**src/rtl/color_scan_arbiter.sv**
```systemverilog
// Round-robin arbiter sharing one color detector among four sensor heads.
// Optional WAIT_DONE watchdog is enabled by defining SCAN_TIMEOUT_EN.
module color_scan_arbiter #(
    parameter logic [15:0] SETTLE_CYCLES  = 16'd1000,
    parameter logic [23:0] TIMEOUT_CYCLES = 24'd10000000
) (
    input  logic       clk,
    input  logic       reset,
    input  logic [3:0] req,
    output logic [3:0] ack,
    output logic [1:0] result_color,
    output logic       result_err,
    output logic       det_start,
    input  logic       det_complete,
    input  logic [1:0] det_color,
    output logic [1:0] sensor_sel,
    output logic       led_en,
    output logic       busy
);

    typedef enum logic [2:0] {
        IDLE,
        SETTLE,
        START,
        WAIT_DONE,
        RESPOND
    } state_t;

    state_t      state_q, state_d;
    logic [1:0]  last_grant_q, last_grant_d;
    logic [1:0]  sel_q, sel_d;
    logic        led_q, led_d;
    logic [15:0] settle_cnt_q, settle_cnt_d;
    logic [1:0]  color_q, color_d;
    logic [1:0]  rr_idx;
    logic [1:0]  cand;
`ifdef SCAN_TIMEOUT_EN
    logic        err_q, err_d;
    logic [23:0] wdog_q, wdog_d;
`endif

    // Descending scan so the candidate nearest last_grant+1 is assigned last and wins.
    always_comb begin
        rr_idx = '0;
        cand   = '0;
        for (int unsigned i = 4; i > 0; i--) begin
            cand = last_grant_q + 2'(i);
            if (req[cand]) begin
                rr_idx = cand;
            end
        end
    end

    always_ff @(posedge clk or posedge reset) begin
        if (reset) begin
            state_q      <= IDLE;
            last_grant_q <= 2'd3;
            sel_q        <= '0;
            led_q        <= 1'b0;
            settle_cnt_q <= '0;
            color_q      <= '0;
`ifdef SCAN_TIMEOUT_EN
            err_q        <= 1'b0;
            wdog_q       <= '0;
`endif
        end else begin
            state_q      <= state_d;
            last_grant_q <= last_grant_d;
            sel_q        <= sel_d;
            led_q        <= led_d;
            settle_cnt_q <= settle_cnt_d;
            color_q      <= color_d;
`ifdef SCAN_TIMEOUT_EN
            err_q        <= err_d;
            wdog_q       <= wdog_d;
`endif
        end
    end

    always_comb begin
        state_d      = state_q;
        last_grant_d = last_grant_q;
        sel_d        = sel_q;
        led_d        = led_q;
        settle_cnt_d = settle_cnt_q;
        color_d      = color_q;
`ifdef SCAN_TIMEOUT_EN
        err_d        = err_q;
        wdog_d       = wdog_q;
`endif
        case (state_q)
            IDLE: begin
                if (req != '0) begin
                    sel_d        = rr_idx;
                    led_d        = 1'b1;
                    settle_cnt_d = '0;
                    state_d      = SETTLE;
                end
            end
            SETTLE: begin
                if (settle_cnt_q == SETTLE_CYCLES - 16'd1) begin
                    state_d = START;
                end else begin
                    settle_cnt_d = settle_cnt_q + 16'd1;
                end
            end
            START: begin
`ifdef SCAN_TIMEOUT_EN
                // The START cycle counts toward the watchdog window.
                wdog_d = 24'd1;
`endif
                state_d = WAIT_DONE;
            end
            WAIT_DONE: begin
                if (det_complete) begin
                    color_d = det_color;
`ifdef SCAN_TIMEOUT_EN
                    err_d   = 1'b0;
`endif
                    state_d = RESPOND;
                end
`ifdef SCAN_TIMEOUT_EN
                else if (wdog_q >= TIMEOUT_CYCLES - 24'd1) begin
                    color_d = 2'b00;
                    err_d   = 1'b1;
                    state_d = RESPOND;
                end else begin
                    wdog_d = wdog_q + 24'd1;
                end
`endif
            end
            RESPOND: begin
                last_grant_d = sel_q;
                led_d        = 1'b0;
                state_d      = IDLE;
            end
            default: state_d = IDLE;
        endcase
    end

    always_comb begin
        ack          = (state_q == RESPOND) ? (4'b0001 << sel_q) : '0;
        det_start    = (state_q == START);
        busy         = (state_q != IDLE);
        sensor_sel   = sel_q;
        led_en       = led_q;
        result_color = color_q;
`ifdef SCAN_TIMEOUT_EN
        result_err   = err_q;
`else
        result_err   = 1'b0;
`endif
    end

endmodule

```
**config.mk**
```make
export PLATFORM = sky130hd
export DESIGN_NAME = color_scan_arbiter
export DESIGN_NICKNAME = d
export VERILOG_FILES = /design/src/rtl/color_scan_arbiter.sv
export SDC_FILE = /design/constraint.sdc
export NUM_CORES = 1
export LEC_CHECK = 0
export CORE_AREA = 3 3 66 52
export DETAILED_ROUTE_END_ITERATION = 8
export DIE_AREA = 0 0 69 55
export MAX_ROUTING_LAYER = met4
export PLACE_DENSITY = 0.76
export SYNTH_ARGS = -nofsm -noshare
export SYNTH_HDL_FRONTEND = slang
export SYNTH_SLANG_ARGS = --single-unit
```
**constraint.sdc**
```tcl
create_clock -name clk -period 2.65 [get_ports clk]
set_clock_uncertainty 0.1 [all_clocks]
set_input_delay 0.6625 -clock clk [delete_from_list [all_inputs] [get_ports clk]]
set_output_delay 0.6625 -clock clk [all_outputs]
set_load 0.1 [all_outputs]
```
[Yosys cells after proc, flatten, opt, wreduce, memory -nomap -nowiden]
Cells that the tools add are included.
Storage, ports and cells
  memory bits (read-only): 0
  output and inout port bits: 12
  memories: 0
  register bits: 26
  bits in writable memories: 0
  input port bits: 9
  bits in latches: 0
Operators by class
  equality and inequality tests: 9
  divide/modulo/power cells: 0
  muxes and demuxes: 22
  $lt $le $gt $ge: 4
  shift-type cells: 1
  reductions and logical operators: 10
  add/sub/neg operators: 4
  bitwise gates (word level): 0
  multipliers: 0
Operators with widths (count)
  16-bit 2-to-1 mux: 2
  16-bit case mux with 2 select lines: 1
  16-bit by 1-bit adder with 16-bit output, second input constant: 1
  16-bit by 10-bit == test with 1-bit output, second input constant: 1
  2-bit by 3-bit less-than comparator with 1-bit output, second input constant: 4
  3-bit case mux with 4 select lines: 1
  3-bit 2-to-1 mux: 3
  1-bit binary-select mux with 2-bit select: 4
  2-bit 2-to-1 mux: 4
  2-bit != test, second input constant: 4
  3-bit by 2-bit == test with 1-bit output, second input constant: 2
  2-bit AND reduction: 3
  3-bit AND reduction: 2
  1-bit 2-to-1 mux: 5
  2-bit adder, second input constant: 2
  4-bit 2-to-1 mux: 1
  2-bit nonzero test: 2
  4-bit nonzero test: 1
  1-bit by 2-bit << shifter with 4-bit output, first input constant: 1
  3-bit by 1-bit == test with 1-bit output, second input constant: 1
  3-bit == test, second input constant: 1
  3-bit logical NOT: 1
  3-bit nonzero test: 1
  2-bit by 1-bit adder with 2-bit output, second input constant: 1
  1-bit case mux with 2 select lines: 1

[Longest topological paths before layout]
Gate-level depths: netlist (run 1).
  depth after elaboration: 6
  gate-level depth with buffers: 6
  mapped depth without buffers: 5

[Worst setup path after synthesis (run 1)]
No wires, ideal clock.
  path kind: register to output
  start: register sel_q[1] (netlist: sensor_sel[1])
  end: output port ack[2]
  data required time: 1.887 ns
  data arrival time: 3.278 ns
  path buffers: 0
  stages on the path, launching flop included: 2
  path slack: -1.390 ns
  path through: dfrtp_1 nor3b_1
On the way
  cells in the longest elaborated chain, start to end: 2
Ends and longest elaborated chain
  from (decl): RTL line 31  | logic [1:0] sel_q, sel_d;
  from (signal assigned): RTL line 69  | sel_q <= sel_d;
  1-bit by 2-bit << shifter with 4-bit output: RTL line 142  | ack = (state_q == RESPOND) ? (4'b0001 << sel_q) : '0;
  4-bit 2-to-1 mux: RTL line 142
  to (decl): RTL line 10  | output logic [3:0] ack,
No other way between the ends.

[Final worst setup path (run 1)]
  start: register state_q[0]
  end: register settle_cnt_q[12]
On the way
  cells in the longest elaborated chain, start to end: 3
  elaborated cells between the ends (all ways): 7
Ends and longest elaborated chain
  from (decl): RTL line 29  | state_t state_q, state_d;
  from (signal assigned): RTL line 67  | state_q <= state_d;
  3-bit by 1-bit == test with 1-bit output / 3-bit logical NOT (equally long branches): RTL line 91  | case (state_q)
  2-bit != test (no line) / 2-bit nonzero test (equally long branches)
  3-bit AND reduction (no line)
  to (signal assigned): RTL line 71  | settle_cnt_q <= settle_cnt_d;
  to (decl): RTL line 33  | logic [15:0] settle_cnt_q, settle_cnt_d;
Parallel ways exist; a longest one is shown, timed or not.
A chain may end at the register's enable or synchronous reset.

==> flow_metrics.tcl, run 1 <==
set metrics [dict create \
    layout-drive-gt1-share_pct 17.71 \
    hpwl_mm 2.181 \
    finalHoldViolCount 0 \
    port_buffers 19 \
    hp-class "reg -> reg" \
    peakVddDrop_v 0.0004982 \
    cp.arrival_ns 2.48 \
    synth_area_um2 1396 \
    worst_setup_path_end_kind "flip-flop" \
    antenna_found_initial 0 \
    grt_max_degree 27 \
    utilization_pct 59.47 \
    drv_slew 0 \
    firstDrtPassIters 4 \
    fmax_mhz 418.3 \
    outcome "complete, no violations" \
    cts.sinks 26 \
    start_util_pct 48.27 \
    gp_congestion 0.7801 \
    first_global_vias 1122 \
    maxCapViolations 0 \
    cp_slowest_cell "or4_4" \
    routed_via_density 5.596 \
    power.leakage_uw 0.0007311 \
    cp_cell_sequence "or3b_1, or4_4, or3_1, a21oi_1" \
    critPathMaxStageDelay_ns 0.63 \
    cts_tree "built" \
    overflow 0 \
    finish.net_count 186 \
    routed_wirelength_mm 2.910 \
    area_delta_synth_final_pct 23.21 \
    cp-start-kind "flip-flop" \
    wl_per_cell_um 13.66 \
    root_buffer "clkbuf_8" \
    gr-usage-all-layers_pct 17.04 \
    final-setup-viol-count 0 \
    hp-start "result_color[0]" \
    synth_ff_type "dfrtp_1" \
    timing.final.crit_share_pct 90.22 \
    core_area_um2 2893 \
    pin_count 21 \
    r2r_start "state_q[0]" \
    ys_ff_latch 26 \
    drtIter0Drc 55 \
    path_clk_slew_ns 0.08 \
    cp_max_fo 10 \
    synth_edf_count 0 \
    die-area_um2 3795 \
    final_cell_count_no_fill 213 \
    dp_cells 209 \
    cts_buffers 3 \
    cts_setup_buffers 0 \
    clockBufferDepth 2 \
    synth_nets 166 \
    critPathLaunch "state_q[0]" \
    async_reset_ff_share_pct 100.0 \
    holdBufCountCts 0 \
    crit_family "simple AND/OR/NAND/NOR gates" \
    vias 1192 \
    num_rows 17 \
    synthCells 156 \
    drtAntennaViolNets 0 \
    required_ns 2.74 \
    grt_pass1_wl_mm 4.974 \
    yosys_warnings 0 \
    antenna_cells 0 \
    rsz0062_at_grt "false" \
    dieWidth_um 69 \
    post_synth_num_cell_types 38 \
    synth.yosys.seq_area_share_pct 46.77 \
    postCtsResizedCells 0 \
    clock_latency_ns 0.27 \
    power_density_nw_per_um2 906.7 \
    htree_levels 1 \
    dieHeight_um 55 \
    min_period_ns 2.391 \
    postSynthAreaPerCell_um2 8.951 \
    critical_path_class "reg -> reg" \
    route.detailed.drc 0 \
    crit_buf_inv 0 \
]
==> synthesized netlist by cell type (2+ instances only) <==
library cell	count	area share [%]
a21oi_1	8	2.9
and2_1	2	0.90
buf_4	3	1.6
buf_6	2	1.6
clkbuf_1	3	0.81
dfrtp_1	24	43
dfstp_2	2	3.8
inv_1	7	1.9
mux2i_1	2	1.4
nand2_1	27	7.3
nand3_1	5	1.8
nand4_1	3	1.3
nor2_1	9	2.4
nor3_1	5	1.8
nor3b_1	3	1.6
nor4_1	3	1.3
o211ai_1	5	2.7
o21ai_0	11	3.9
o31ai_1	2	1.1
or3_1	6	2.7
or4_1	3	1.6
or4_4	2	1.6
xnor2_1	4	2.5
==> layout make-up <==
type / count / area [µm²]
clock buffers: 3 / 41.29
clock inverters: 1 / 30.03
fillers: 278 / 1172
inverters: 7 / 26.28
multi-input cells: 115 / 679.4
flip-flops and latches: 26 / 653.1
well taps: 38 / 47.55
repair buffers: 23 / 242.7
==> worst reg2reg max path, cell delays in order, from the launching register on <==
cell and delay, ns:
dfrtp_1 0.51, or3b_1 0.55, or4_4 0.63, or3_1 0.38, a21oi_1 0.15
==> logic make-up after synthesis <==
kind of cell	after synthesis	synth area share, %
simple gates	75	27.96
xor+xnor	5	3.136
other cells	1	0.2686
compound gates	31	13.62
fa+ha+maj	1	0.8959
buf+inv	15	5.914
mux	2	1.434
flops	26	46.77
==> routing by layer <==
layer  GRT usage, %  wire (µm)  up-vias
li1               -          -      587
met1          21.14       1337      570
met2          27.06       1377       33
met3          5.415        177        2
met4          5.519         17        0
met5              -          0        -
==> state kept, by name, summed over array words and instances (netlist names) <==
register and cells:
sensor_sel 2, last_grant_q 2, settle_cnt_q 16, led_en 1, state_q 3, result_color 2
==> where the power goes <==
part,switching [µW],internal [µW],leakage [µW]
Clock,120,202,0.0000357
Combinational,408,179,0.000365
Sequential,146,504,0.000331
==> layout by cell type (no fill, tap or decap), types with 3 or more instances in the layout <==
| cell type | n |
|---|---|
| nor3_1 | 4 |
| o211ai_1 | 5 |
| o21ai_0 | 11 |
| clkbuf_8 | 3 |
| buf_12 | 4 |
| or3_1 | 6 |
| a21oi_1 | 8 |
| or4_1 | 3 |
| xnor2_1 | 4 |
| buf_4 | 11 |
| dfrtp_1 | 24 |
| nor4_1 | 3 |
| nand3_1 | 5 |
| inv_1 | 7 |
| clkdlybuf4s50_1 | 8 |
| nor2_1 | 8 |
| nand4_1 | 3 |
| nand2_1 | 27 |
==> path summary, 6_finish.rpt <==
path                                    end  slack [ns]  cells past startpoint
min reg2reg                 result_color[0]        0.39                      2
max                        settle_cnt_q[12]        0.26                      4
min                         result_color[0]        0.39                      2
max in group asynchronous   last_grant_q[0]        1.50                      3
min in group asynchronous   settle_cnt_q[8]        0.64                      3
max reg2reg                settle_cnt_q[12]        0.26                      4
==> metrics by stage <==
stage               setup TNS [ns]  setup WS (ns)  hold WS [ns]  total power (µW)  instance area, µm²
finish                           0         0.2593        0.3930              1560                1720
global route                     0         0.1817        0.4388              1668                1720
CTS                              0         0.2613        0.3980              1569                1720
detailed placement               0         0.2518        0.3646              1244                1649
global placement                 0         0.2837        0.3665              1216                1649
floorplan                  -0.8156        -0.4635        0.3729              1121                1415
No activity file was read; power rests on OpenSTA's default activity.
==> run 2, diff against run 1 <==
Settings changed: CAP_MARGIN set to 15, SLEW_MARGIN set to 20.
==> results of run 2 <==
Final layout, timing and power as in run 1 (identical DEF).
==> run 3, diff against run 2 <==
Settings changed: CAP_MARGIN 15 to 20, SKIP_CTS_REPAIR_TIMING set to 1.
==> results of run 3 <==
Final layout, timing and power as in run 1 (identical DEF).
